==> config.mk <==
export PLATFORM = sky130hd
export DESIGN_NAME = regfile_sb
export DESIGN_NICKNAME = d
export VERILOG_FILES = /design/src/rtl/regfile_pkg.sv /design/src/rtl/regfile_scoreboard.sv /design/src/rtl/regfile_sb.sv
export SDC_FILE = /design/constraint.sdc
export NUM_CORES = 1
export LEC_CHECK = 0
export ABC_AREA = 0
export CAP_MARGIN = 10
export CORE_ASPECT_RATIO = 0.8
export CORE_MARGIN = 10
export CORE_UTILIZATION = 55
export CTS_CLUSTER_SIZE = 28
export DETAILED_ROUTE_END_ITERATION = 12
export PLACE_DENSITY = 0.77
export REMOVE_ABC_BUFFERS = 1
export SLEW_MARGIN = 30
export SYNTH_ARGS = -nofsm -noshare
export SYNTH_HDL_FRONTEND = slang
export SYNTH_SLANG_ARGS = --single-unit
==> constraint.sdc <==
create_clock -name clk_i -period 7.7 [get_ports clk_i]
set_input_delay 0.77 -clock clk_i [delete_from_list [all_inputs] [get_ports clk_i]]
set_output_delay 0.77 -clock clk_i [all_outputs]
set_load 0.05 [all_outputs]
==> src/rtl/regfile_pkg.sv <==
// Shared defaults, architectural register indices and address type for the register file.
package regfile_pkg;

  localparam int REGFILE_DATA_W = 16;
  localparam int REGFILE_ADDR_W = 4;

  typedef logic [REGFILE_ADDR_W-1:0] rf_addr_t;

  localparam rf_addr_t R_ZERO = 4'd0;
  localparam rf_addr_t R_RA   = 4'd2;
  localparam rf_addr_t R_IH   = 4'd13;
  localparam rf_addr_t R_T    = 4'd14;
  localparam rf_addr_t R_SP   = 4'd15;

endpackage

==> src/rtl/regfile_scoreboard.sv <==
// Per-register pending-write bits; flush beats issue, issue beats WB clear on the same register.
module regfile_scoreboard
  import regfile_pkg::*;
#(
  parameter int ADDR_W   = REGFILE_ADDR_W,
  parameter bit ZERO_REG = 1'b1
) (
  input  logic                 clk_i,
  input  logic                 rst_i,
  input  logic                 flush_i,
  input  logic                 iss_en_i,
  input  logic [ADDR_W-1:0]    iss_addr_i,
  input  logic                 wr_en_i,
  input  logic [ADDR_W-1:0]    wr_addr_i,
  output logic [2**ADDR_W-1:0] pend_o,
  output logic                 iss_ready_o
);

  localparam int NUM_REGS = 2**ADDR_W;

  logic [NUM_REGS-1:0] pend_q, pend_d;
  logic                iss_zero, wr_zero, iss_acc;

  assign iss_zero    = ZERO_REG && (iss_addr_i == '0);
  assign wr_zero     = ZERO_REG && (wr_addr_i == '0);
  // Ready ignores same-cycle WB on purpose: no combinational WB->ID path.
  assign iss_ready_o = ~pend_q[iss_addr_i];
  assign iss_acc     = iss_en_i && iss_ready_o && !iss_zero;

  always_comb begin
    pend_d = pend_q;
    if (flush_i) begin
      pend_d = '0;
    end else begin
      if (wr_en_i && !wr_zero) pend_d[wr_addr_i] = 1'b0;
      if (iss_acc)             pend_d[iss_addr_i] = 1'b1;
    end
  end

  always_ff @(posedge clk_i or posedge rst_i) begin
    if (rst_i) pend_q <= '0;
    else       pend_q <= pend_d;
  end

  assign pend_o = pend_q;

endmodule

==> src/rtl/regfile_sb.sv <==
// Register file with pending-write scoreboard; two combinational read ports, one WB write port.
// Build option: define REGFILE_BYPASS_EN to forward a same-cycle WB write onto the read ports.
module regfile_sb
  import regfile_pkg::*;
#(
  parameter int DATA_W   = REGFILE_DATA_W,
  parameter int ADDR_W   = REGFILE_ADDR_W,
  parameter bit ZERO_REG = 1'b1
) (
  input  logic              clk_i,
  input  logic              rst_i,
  input  logic [ADDR_W-1:0] rd_addr_a_i,
  input  logic [ADDR_W-1:0] rd_addr_b_i,
  output logic [DATA_W-1:0] rd_data_a_o,
  output logic [DATA_W-1:0] rd_data_b_o,
  output logic              rd_busy_a_o,
  output logic              rd_busy_b_o,
  input  logic              wr_en_i,
  input  logic [ADDR_W-1:0] wr_addr_i,
  input  logic [DATA_W-1:0] wr_data_i,
  input  logic              iss_en_i,
  input  logic [ADDR_W-1:0] iss_addr_i,
  output logic              iss_ready_o,
  input  logic              flush_i
);

  localparam int NUM_REGS = 2**ADDR_W;

  logic [DATA_W-1:0]   mem_q [NUM_REGS];
  logic [NUM_REGS-1:0] pend;
  logic                iss_ready;
  logic                wr_valid;
  logic [DATA_W-1:0]   base_a, base_b;

  assign wr_valid = wr_en_i && !(ZERO_REG && (wr_addr_i == '0));

  regfile_scoreboard #(
    .ADDR_W   (ADDR_W),
    .ZERO_REG (ZERO_REG)
  ) u_sb (
    .clk_i       (clk_i),
    .rst_i       (rst_i),
    .flush_i     (flush_i),
    .iss_en_i    (iss_en_i),
    .iss_addr_i  (iss_addr_i),
    .wr_en_i     (wr_en_i),
    .wr_addr_i   (wr_addr_i),
    .pend_o      (pend),
    .iss_ready_o (iss_ready)
  );

  assign iss_ready_o = iss_ready;

  always_ff @(posedge clk_i or posedge rst_i) begin
    if (rst_i) begin
      for (int i = 0; i < NUM_REGS; i++) mem_q[i] <= '0;
    end else if (wr_valid) begin
      mem_q[wr_addr_i] <= wr_data_i;
    end
  end

  assign base_a = (ZERO_REG && (rd_addr_a_i == '0)) ? '0 : mem_q[rd_addr_a_i];
  assign base_b = (ZERO_REG && (rd_addr_b_i == '0)) ? '0 : mem_q[rd_addr_b_i];

`ifdef REGFILE_BYPASS_EN
  logic iss_acc;

  // Mirrors the scoreboard's accept so a forwarded read still shows busy for a new producer.
  assign iss_acc = iss_en_i && iss_ready && !flush_i && !(ZERO_REG && (iss_addr_i == '0));

  always_comb begin
    rd_data_a_o = base_a;
    rd_busy_a_o = pend[rd_addr_a_i];
    rd_data_b_o = base_b;
    rd_busy_b_o = pend[rd_addr_b_i];
    if (!rst_i && wr_valid && (wr_addr_i == rd_addr_a_i)) begin
      rd_data_a_o = wr_data_i;
      rd_busy_a_o = iss_acc && (iss_addr_i == rd_addr_a_i);
    end
    if (!rst_i && wr_valid && (wr_addr_i == rd_addr_b_i)) begin
      rd_data_b_o = wr_data_i;
      rd_busy_b_o = iss_acc && (iss_addr_i == rd_addr_b_i);
    end
  end
`else
  assign rd_data_a_o = base_a;
  assign rd_data_b_o = base_b;
  assign rd_busy_a_o = pend[rd_addr_a_i];
  assign rd_busy_b_o = pend[rd_addr_b_i];
`endif

endmodule

=== Word-level counts from Yosys, hierarchy flattened ===
Cells that the tools add are included.

* Bits in registers: 272
* Bits of input ports: 37
* Output and inout port bits: 35

* Bitwise gates (word level): 7
* Order comparisons: 10
* Multiplexer cells: 25
* Reduce and logical (&&, ||, !) cells: 12

{| class="wikitable"
|+ Operators with widths
! cell !! number
|-
| bitwise mux 256 bit || 1
|-
| 2-to-1 mux 16 bit || 11
|-
| binary-select mux 16 bit (select 4 bit) || 2
|-
| demux 16 bit (select 4 bit) || 1
|-
| less-than comparator 4 x 5 -> 1 bit (second input constant) || 4
|-
| bitwise AND 16 bit || 1
|-
| logical NOT 4 bit || 4
|-
| NOT 16 bit || 1
|-
| bitwise OR 16 bit || 1
|-
| >= comparator 5 bit (second input constant) || 3
|-
| NOT 4 -> 5 bit || 3
|-
| binary-select mux 1 bit (select 4 bit) || 3
|-
| demux 1 bit (select 4 bit) || 2
|-
| >= comparator 4 x 1 -> 1 bit (second input constant) || 2
|-
| logical AND 1 bit || 6
|-
| less-than comparator 5 x 1 -> 1 bit (second input constant) || 1
|-
| 2-to-1 mux 1 bit || 5
|-
| logical NOT 1 bit || 2
|-
| NOT 1 bit || 1
|}

=== Logic depth before layout (Yosys ltp) ===
* Word-level depth: 11
* Mapped depth: 7
* Depth with buffers taken out: 4

=== Cells and area by module ===
From an unflattened synthesis, not the netlist that was laid out.

* Cells, all modules: 978
* Area, all modules: 14256.2 µm²

{| class="wikitable"
|+ By module, submodules not included
! module !! area an instance (µm²) !! seq. area each (µm²) !! times used !! cells an instance
|-
| regfile_sb || 13376.6 || 6030.8 || 1 || 899
|-
| regfile_scoreboard || 879.6 || 400.4 || 1 || 79
|}

=== Worst setup path after synthesis ===
No wires, ideal clock.

* Kind: in2out
* Start point: in rd_addr_b_i[1]
* End point: out rd_data_b_o[10]
* Path buffers: 2
* Stages on the path: 5
* Arrival time: 3.332 ns
* Required time: 6.930 ns
* Slack: 3.598 ns
* Cells stage by stage: nor2b_1 -> clkbuf_1 -> clkbuf_1 -> a22oi_1 -> o311ai_0

* Word-level cells in the longest chain between the ends: 5

{| class="wikitable"
|+ RTL lines
! what !! RTL line !! source
|-
| start, declared || regfile_sb.sv:13 || <nowiki>input logic [ADDR_W-1:0] rd_addr_b_i,</nowiki>
|-
| NOT 4 -> 5 bit (not written as such) || regfile_sb.sv:63 || <nowiki>assign base_b = (ZERO_REG && (rd_addr_b_i == '0)) ? '0 : mem_q[rd_addr_b_i];</nowiki>
|-
| binary-select mux 16 bit (select 4 bit) || regfile_sb.sv:63 ||
|-
| 2-to-1 mux 16 bit (not written as such) (2 in series) || regfile_sb.sv:63 ||
|-
| 2-to-1 mux 16 bit * || regfile_sb.sv:63 ||
|-
| end, declared || regfile_sb.sv:15 || <nowiki>output logic [DATA_W-1:0] rd_data_b_o,</nowiki>
|}

Mark *: on every way between the ends. The rest lies on a longest branch, timed or not. The select of a mux whose other input is x is not followed.

=== Worst setup path after layout ===
* Start point: in rd_addr_a_i[2]
* End point: out rd_data_a_o[3]

* Word-level cells in the longest chain between the ends: 5

{| class="wikitable"
|+ RTL lines
! what !! RTL line !! source
|-
| start, declared || regfile_sb.sv:12 || <nowiki>input logic [ADDR_W-1:0] rd_addr_a_i,</nowiki>
|-
| NOT 4 -> 5 bit (not written as such) || regfile_sb.sv:62 || <nowiki>assign base_a = (ZERO_REG && (rd_addr_a_i == '0)) ? '0 : mem_q[rd_addr_a_i];</nowiki>
|-
| binary-select mux 16 bit (select 4 bit) || regfile_sb.sv:62 ||
|-
| 2-to-1 mux 16 bit (not written as such) (2 in series) || regfile_sb.sv:62 ||
|-
| 2-to-1 mux 16 bit * || regfile_sb.sv:62 ||
|-
| end, declared || regfile_sb.sv:14 || <nowiki>output logic [DATA_W-1:0] rd_data_a_o,</nowiki>
|}

Marks and branches as above.

==> metrics.yaml <==
gp_congestion: 0.834
peakVddDrop_uv: 220
crit_type: "primary input to output pin"
syn_to_final_growth_pct: 12.4
tightestPinTransition_ns: 1.00
cp-end-kind: "output pin"
yosys.area_share.adder: 0
ys.flop_type: "dfrtp_1"
synth-seq-area-share: 0.453
synth_xor_area_frac: 0
insertion_delay_ns: 0.54
switching_power_mw: 1.25
rr_startpoint: "u_sb.pend_o[3]"
startpoint_type: "primary input"
layout.nets: 1100
place_hpwl_mm: 21.9
status: "finished clean"
arrival_ns: 4.24
synth_edf_count: 0
yosysWarnings: 0
grt_first_pass_wirelength_mm: 59.2
critPathMostFrequentCell: "clkdlybuf4s50_1"
internal_power_mw: 2.97
post-route-min-period_ns: 5.01
stdcell_count: 1407
synth_top_area_share: 0.453
drv_cap: 0
ys_ff_latch: 256
cts.htree.levels: 1
dr.pass1.iters: 5
synth_largest_area_cell: "dfrtp_1"
yosys.area_share.simple: 0.0369
r2r_setup_slack_ns: 5.95
post_cts_resized: 0
io_pins: 72
worstSetupStartpoint: "rd_addr_a_i[2]"
layout_common_cells: "313 x mux2_2, 256 x dfrtp_1, 76 x mux4_2"
max_freq_mhz: 200
synth_mux_area_frac: 0.393
cp_num_buf_inv: 2
postCtsSetupRepairBufs: 0
postPlaceCellArea_mm2: 0.0150
crit_required_ns: 6.93
rsz0062_at_grt: "false"
post-route-util: 0.628
die_y_um: 163
clockBufferDepth: 3
synth.avg_cell_area_um2: 13.7
synth_top_family_by_area: "multiplexers"
overflow: 0
wl_per_cell_um: 26.9
grt_pass1_vias: 9766
syn_inst: 1035
pwr-share-seq: 0.439
via_per_inst: 6.68
cp_cell_sequence: "clkdlybuf4s50_1 > nor2b_1 > a22oi_1 > mux2i_1 > o221ai_1 > clkdlybuf4s50_1"
clockPowerShare: 0.301
initial_core_util: 0.559
final_common_cell: "mux2_2"
drc: 0
cts_root_buffer: "clkbuf_16"
finalSetupViolCount: 0
cts_tree: "built"
worstHoldStart: "mem_q[148]"
core_area_mm2: 0.0253
power_frac_comb: 0.260
finalCritPeriodShare: 0.651
cp_max_fo: 12
leakage_nw: 6.50
drtIter0Drc: 819
cts_buffers: 27
slowest_stage: "clkdlybuf4s50_1"
ys_types: 38
stdcell_area_mm2: 0.0159
dieArea_mm2: 0.0326
cts_sinks: 256
ctsHoldBuffers: 0
drive_gt1_frac: 0.439
synth-compound-area-share: 0.0790
min_path_type: "flip-flop to flip-flop"
placementRows: 52
via_count: 9395
antenna_left: 0
slowest_delay_ns: 0.88
grt_antenna_before_repair: 0
place_inst: 1358
grt_max_degree: 161
grt_usage: 0.235
hold_viol: 0
port_buffers: 71
wirelength_mm: 37.9
powerDensity_mw_per_mm2: 266
clk_pin_slew_ns: 0.06
crit_family: "buffers and inverters"
p_sw_frac: 0.296
slew_violations: 0
dieWidth_um: 199
synth_area_leaders: "dfrtp_1 45%, mux2_2 25%, mux4_2 12%"
ys_async_sr_fraction: 1.00
relSlewSlack: 0.332
syn_area_mm2: 0.0141
skew_ns: 0.0109
cells in the mapped netlist, types with 2 or more instances:
cell	instances
or2_2	2
buf_6	3
a22o_1	3
nand2_1	25
nand3b_1	9
buf_2	36
o221ai_1	37
a221oi_1	7
a22oi_1	37
mux2_2	313
buf_4	8
nand2b_1	10
buf_1	4
inv_1	26
nand3_1	7
o21a_1	12
o21ai_0	18
dfrtp_1	256
o31ai_1	2
and2_1	4
nor2b_1	16
nor2_1	12
o32ai_1	10
o311ai_0	2
a221o_1	8
or3_1	3
and2_0	5
clkbuf_1	42
mux4_2	76
o311ai_1	2
mux2i_1	32
a21oi_1	2
metrics by stage:
stage | hold WS (ns) | worst slack (ns) | setup TNS [ns] | total power [mW]
finish | 0.523 | 2.69 | 0 | 4.23
CTS | 0.527 | 2.67 | 0 | 4.25
global placement | 0.502 | 2.77 | 0 | 2.92
detailed placement | 0.513 | 2.70 | 0 | 2.97
floorplan | 0.492 | -0.112 | -28.61 | 2.63
global route | 0.541 | 2.66 | 0 | 4.42
final cells by class:
| type | instances | area (um2) |
|---|---|---|
| clock inverter | 6 | 38.8 |
| inverter | 26 | 105 |
| fill | 1926 | 9410 |
| antenna | 1 | 2.50 |
| clock buffer | 42 | 822 |
| sequential | 256 | 6410 |
| timing repair buffer | 92 | 866 |
| multi-input combinational | 660 | 7260 |
| tap | 324 | 405 |
flip-flops by register name (all words and copies together), names as in the netlist:
signal       count
u_sb.pend_o     16
mem_q          240
metal layers:
metal	vias to the layer above	global-route usage	routed length [um]	share of wire
met3	49	0.0547	2820	0.074
met5	-	0	0	0
met2	356	0.366	17400	0.46
met4	0	0.0606	787	0.021
met1	4948	0.324	16900	0.45
li1	4042	-	-	-
power groups by stage:
stage / Clock, mW / Sequential, mW / Combinational, mW
floorplan: 0 / 1.80 / 0.830
detailed placement: 0 / 1.87 / 1.10
CTS: 1.29 / 1.85 / 1.10
finish: 1.27 / 1.86 / 1.10
global placement: 0 / 1.85 / 1.07
global route: 1.35 / 1.89 / 1.18
final timing paths:
check,depth (start not counted),endpoint
setup / recovery,6,rd_data_a_o[3]
hold / removal,1,mem_q[148]
setup reg to reg,3,u_sb.pend_o[2]
hold reg to reg,1,mem_q[148]
max in group asynchronous,3,u_sb.pend_o[12]
min in group asynchronous,2,mem_q[8]
kinds of logic after synthesis:
| family | count (synthesis) |
|---|---|
| multiplexers | 421 |
| flip-flops | 256 |
| AO/OA/AOI/OAI | 142 |
| buffers and inverters | 119 |
| AND/OR/NAND/NOR | 97 |
Note: power is estimated with default switching activity, not from simulation.
==> RTL change 1: new RTL, same settings <==
Build with the macro `REGFILE_BYPASS_EN` defined.
--- a/src/rtl/regfile_sb.sv
+++ b/src/rtl/regfile_sb.sv
@@ -1,5 +1,7 @@
 // Register file with pending-write scoreboard; two combinational read ports, one WB write port.
 // Build option: define REGFILE_BYPASS_EN to forward a same-cycle WB write onto the read ports.
+`define REGFILE_BYPASS_EN
+
 module regfile_sb
   import regfile_pkg::*;
 #(
Formal check against the unedited RTL: not equivalent (Yosys sat finds a counterexample within 4 cycles, from zero or initial values and one cycle with rst_i high).
==> RTL change 1 against the unedited design <==
Sequential cell count up 16. Sequential power up 4%. Total power up 6.0%. Area after synthesis up 7.6%. Register-to-register slack better by 0.15 ns. Routed wire length up 4.5%. Worst hold slack worse by 0.13 ns. Setup slack worse by 0.012 ns. Final area up 6.2%. Largest cell class unchanged. Highest routed layer unchanged.
==> RTL change 1: results (changes against the unedited design) <==
Power Density: 265 nW/µm² (-0.17%)
Routed vias: 9495 (+1.1%)
NetSw: 1300 µW (+3.8%)
Post-layout util: 61.9% (-0.95 points)
Top post-synthesis cells by area: dfrtp_1, mux4_2, mux2_2, a22oi_1, mux2_4
Slew HR: 35.2% (+2.0 points)
Routability cong.: 0.831 (-0.31%)
Vias in the first global route: 10100 (+3.4%)
Multiplexer share of the synthesized area: 39.4% (+0.10 points)
Pre-CTS WS: 2.60 ns (-0.104 ns)
Clock-cell share: 5.53% (+0.11 points)
Arrival time at the worst endpoint: 4.25 ns (about the same)
DP Area: 16000 µm² (+6.1%)
Clock buffers: 40 (-4.8%)
Final hold slack: 0.396 ns (-0.127 ns)
Clk_skew: 0.00788 ns (-0.00306 ns)
WL per Instance: 27.7 µm (+2.9%)
Worst IR Drop VDD: 0.175 mV (-21%)
Register area: 6810 µm² (+6.3%)
GR Layer Usage met3: 5.51% (+0.043 points)
GR Util met1: 31.5% (-0.89 points)
First-pass GRT wire length: 61000 µm (+3.0%)
Final net count: 1080 (-1.8%)
Status: finished, final reports clean
Combinational power: 1170 µW (+6%)
GR Util met2: 35.8% (-0.81 points)
Wire length on met3: 3060 µm (+8.4%)
Bufs w/o clock: 96 (+4.3%)
==> RTL change 1: cell types whose count changed after synthesis, moves of 27 or more <==
cell      unedited run  this run
mux2_4               0        27
mux4_2              76       136
mux2_2             313       202
o221ai_1            37         0
a22o_1               3        32
a22oi_1             37        65
==> RTL change 1: worst paths after layout <==
| check | start | to |
|---|---|---|
| worst max-delay path | rst_i | rd_data_b_o[13] |
| worst max register to register | u_sb.pend_o[13]$_DFF_PP0_ | u_sb.pend_o[11]$_DFF_PP0_ |
| worst min-delay path | mem_q[248]$_DFFE_PP0P_ | mem_q[248]$_DFFE_PP0P_ |
| worst min register to register | mem_q[248]$_DFFE_PP0P_ | mem_q[248]$_DFFE_PP0P_ |
| max in group asynchronous | rst_i | mem_q[71]$_DFFE_PP0P_ |
| min in group asynchronous | rst_i | mem_q[143]$_DFFE_PP0P_ |
==> RTL change 1: worst max-delay path, delay by kind of cell <==
family / cells / cell delay, ns
buf+inv: 3 / 1.80
simple gates: 3 / 1.32
compound gates: 1 / 0.28
==> RTL change 2: new RTL, same flow settings <==
Without the edit above. Make the reset (`rst_i`) synchronous in 2 clocked blocks.
--- a/src/rtl/regfile_scoreboard.sv
+++ b/src/rtl/regfile_scoreboard.sv
@@ -37,7 +37,7 @@
     end
   end
 
-  always_ff @(posedge clk_i or posedge rst_i) begin
+  always_ff @(posedge clk_i) begin
     if (rst_i) pend_q <= '0;
     else       pend_q <= pend_d;
   end
--- a/src/rtl/regfile_sb.sv
+++ b/src/rtl/regfile_sb.sv
@@ -51,7 +51,7 @@
 
   assign iss_ready_o = iss_ready;
 
-  always_ff @(posedge clk_i or posedge rst_i) begin
+  always_ff @(posedge clk_i) begin
     if (rst_i) begin
       for (int i = 0; i < NUM_REGS; i++) mem_q[i] <= '0;
     end else if (wr_valid) begin
Check against the original RTL: not equivalent (Yosys sat finds a counterexample within 4 cycles, from zero or initial values and one cycle with rst_i high; the reset may be asserted at any time).
==> RTL change 2 against the unedited design <==
Setup slack better by 0.26 ns. Sequential cell count rose by 16. Area after synthesis rose by 7.7%. Final area is 6.8% higher. Count of clock-buffer cells in the layout is 7 lower. Total power down 15%. Combinational power is 48% lower. Critical path depth rose by 1. Routed wire length is 15% higher. Critical endpoint is now rd_data_a_o[2].
==> RTL change 2: results (changes against the unedited design) <==
Status: finished, final reports clean
Slowest-stage cell, CP: and2_1
Commonest cells post-synth: edfxtp_1, and2_1, mux2i_1, mux4_2, clkbuf_1
First drt pass iteration count: 5 (unchanged)
GR Layer Usage met3: 6.87% (+1.4 points)
Final net count: 1173 (+6.6%)
Peak fanout along the critical path: 33 (+21)
Post-Route WL: 43500 µm (+15%)
Worst IR Drop VDD: 0.179 mV (-19%)
Clk_skew: 0 ns (-0.0109 ns)
HPWL after detailed placement: 26200 µm (+19%)
Ant diodes: 0 (-1)
Antenna violations before repair: 0 (unchanged)
Share of cells above drive strength 1: 13.2% (-31 points)
H-tree levels: 1 (unchanged)
Vias in the first global route: 10100 (+3.5%)
Worst slew pin tran: 1.08 ns (+0.0842 ns)
First-pass GRT wire length: 63700 µm (+7.7%)
Clk_lat worst skew: 0.54 ns (about the same)
Sequential-to-total area share from yosys stat: 52.5% (+7.3 points)
Async SR Flop Fraction: 0% (-100 points)
Pre-CTS WS: 2.91 ns (+0.207 ns)
Top post-synthesis cells by area: edfxtp_1, and2_1, mux4_2, mux2i_1, mux4_1
FILL cells: 2070 (+7.5%)
CP peak stage delay: 0.81 ns (-0.07 ns)
Hold_buf cts: 0 (unchanged)
Post-CTS Setup Inserts: 0 (unchanged)
Routability cong.: 0.853 (+2.3%)
Max Root-Sink Buffers: 3 (unchanged)
Switching share of power: 26.4% (-3.2 points)
Root Buffer: clkbuf_16
Synth warn: 0 (unchanged)
Cts bufs inserted: 28 (+3.7%)
Static leakage power: 0.00624 µW (-3.9%)
Reg clk slew, reported paths: 0.06 ns (about the same)
GR Util met2: 39.2% (+2.6 points)
Largest net degree at the start of global routing: 48 (-70%)
GR Util met1: 32.9% (+0.49 points)
Vias/cell: 6.65 (-0.35%)
Max reg flops: 256 (+6.7%)
Starting DRC count in detailed routing: 1277 (+56%)
Arrival time at the worst endpoint: 3.98 ns (-0.26 ns)
Number of flops mapped to enable cells by yosys: 256 (+256)
Synth unique cells: 47 (+24%)
GRT Total Usage: 24.7% (+1.2 points)
==> RTL change 2: final cells by class <==
class                           count  area, µm²  share of cell area, %
Inverter                            4       15.0                 0.0884
Clock inverter                     14       83.8                  0.494
Tap cell                          364        455                   2.68
Multi-Input combinational cell    733       6780                   39.9
Timing Repair Buffer               97        898                   5.29
Clock buffer                       35        748                   4.40
Sequential cell                   272       8010                   47.1
==> RTL change 2: cell families (layout without fill, tap and decap cells) <==
| group | after synthesis | in the layout | synth area share (%) |
|---|---|---|---|
| and+or+nand+nor | 362 | 362 | 14.6 |
| DFF | 272 | 272 | 52.5 |
| muxes | 197 | 197 | 20.9 |
| AOI/OAI and AO/OA | 158 | 158 | 7.87 |
| buffers and inverters | 99 | 150 | 4.06 |
| other | 1 | 16 | 0.0246 |
==> RTL change 2: critical path, delay by kind of cell <==
family          cells  cell delay [ns]
buf+inv             3             1.61
compound gates      3             0.76
simple gates        1             0.81
==> RTL change 2: power groups by stage <==
stage	Clock, µW	Combinational, µW	Sequential (µW)
3_5_place_dp	0	561	1780
3_3_place_gp	0	552	1770
4_1_cts	1270	563	1750
2_1_floorplan	0	326	1760
6_report	1270	568	1750
5_1_grt	1330	594	1760
==> RTL change 2: per-stage QoR <==
stage | hold WS [ns] | instances | total power (µW) | utilization [%] | instance area [µm²]
6_report | 0.467 | 1519 | 3580 | 62.2 | 17000
4_1_cts | 0.466 | 1517 | 3580 | 62.1 | 17000
5_1_grt | 0.476 | 1519 | 3680 | 62.2 | 17000
3_5_place_dp | 0.456 | 1468 | 2340 | 59.1 | 16100
3_3_place_gp | 0.450 | 1468 | 2320 | 59.0 | 16100
2_1_floorplan | 0.426 | 1009 | 2090 | - | 14700
==> RTL change 2: final timing paths <==
check / from / end / slack, ns / cells after the start
max: rd_addr_a_i[2] / rd_data_a_o[2] / 2.95 / 7
min: u_sb.pend_o[0]$_SDFF_PP0_ / u_sb.pend_o[0]$_SDFF_PP0_ / 0.47 / 2
max reg2reg: u_sb.pend_o[11]$_SDFF_PP0_ / u_sb.pend_o[11]$_SDFF_PP0_ / 6.73 / 2
min reg2reg: u_sb.pend_o[0]$_SDFF_PP0_ / u_sb.pend_o[0]$_SDFF_PP0_ / 0.47 / 2
==> RTL change 2: per-layer routing <==
metal | share of wire (%) | up-vias
met5 | 0 | -
met4 | 2.1 | 0
met3 | 11 | 77
met2 | 47 | 670
met1 | 39 | 5034
li1 | - | 4326
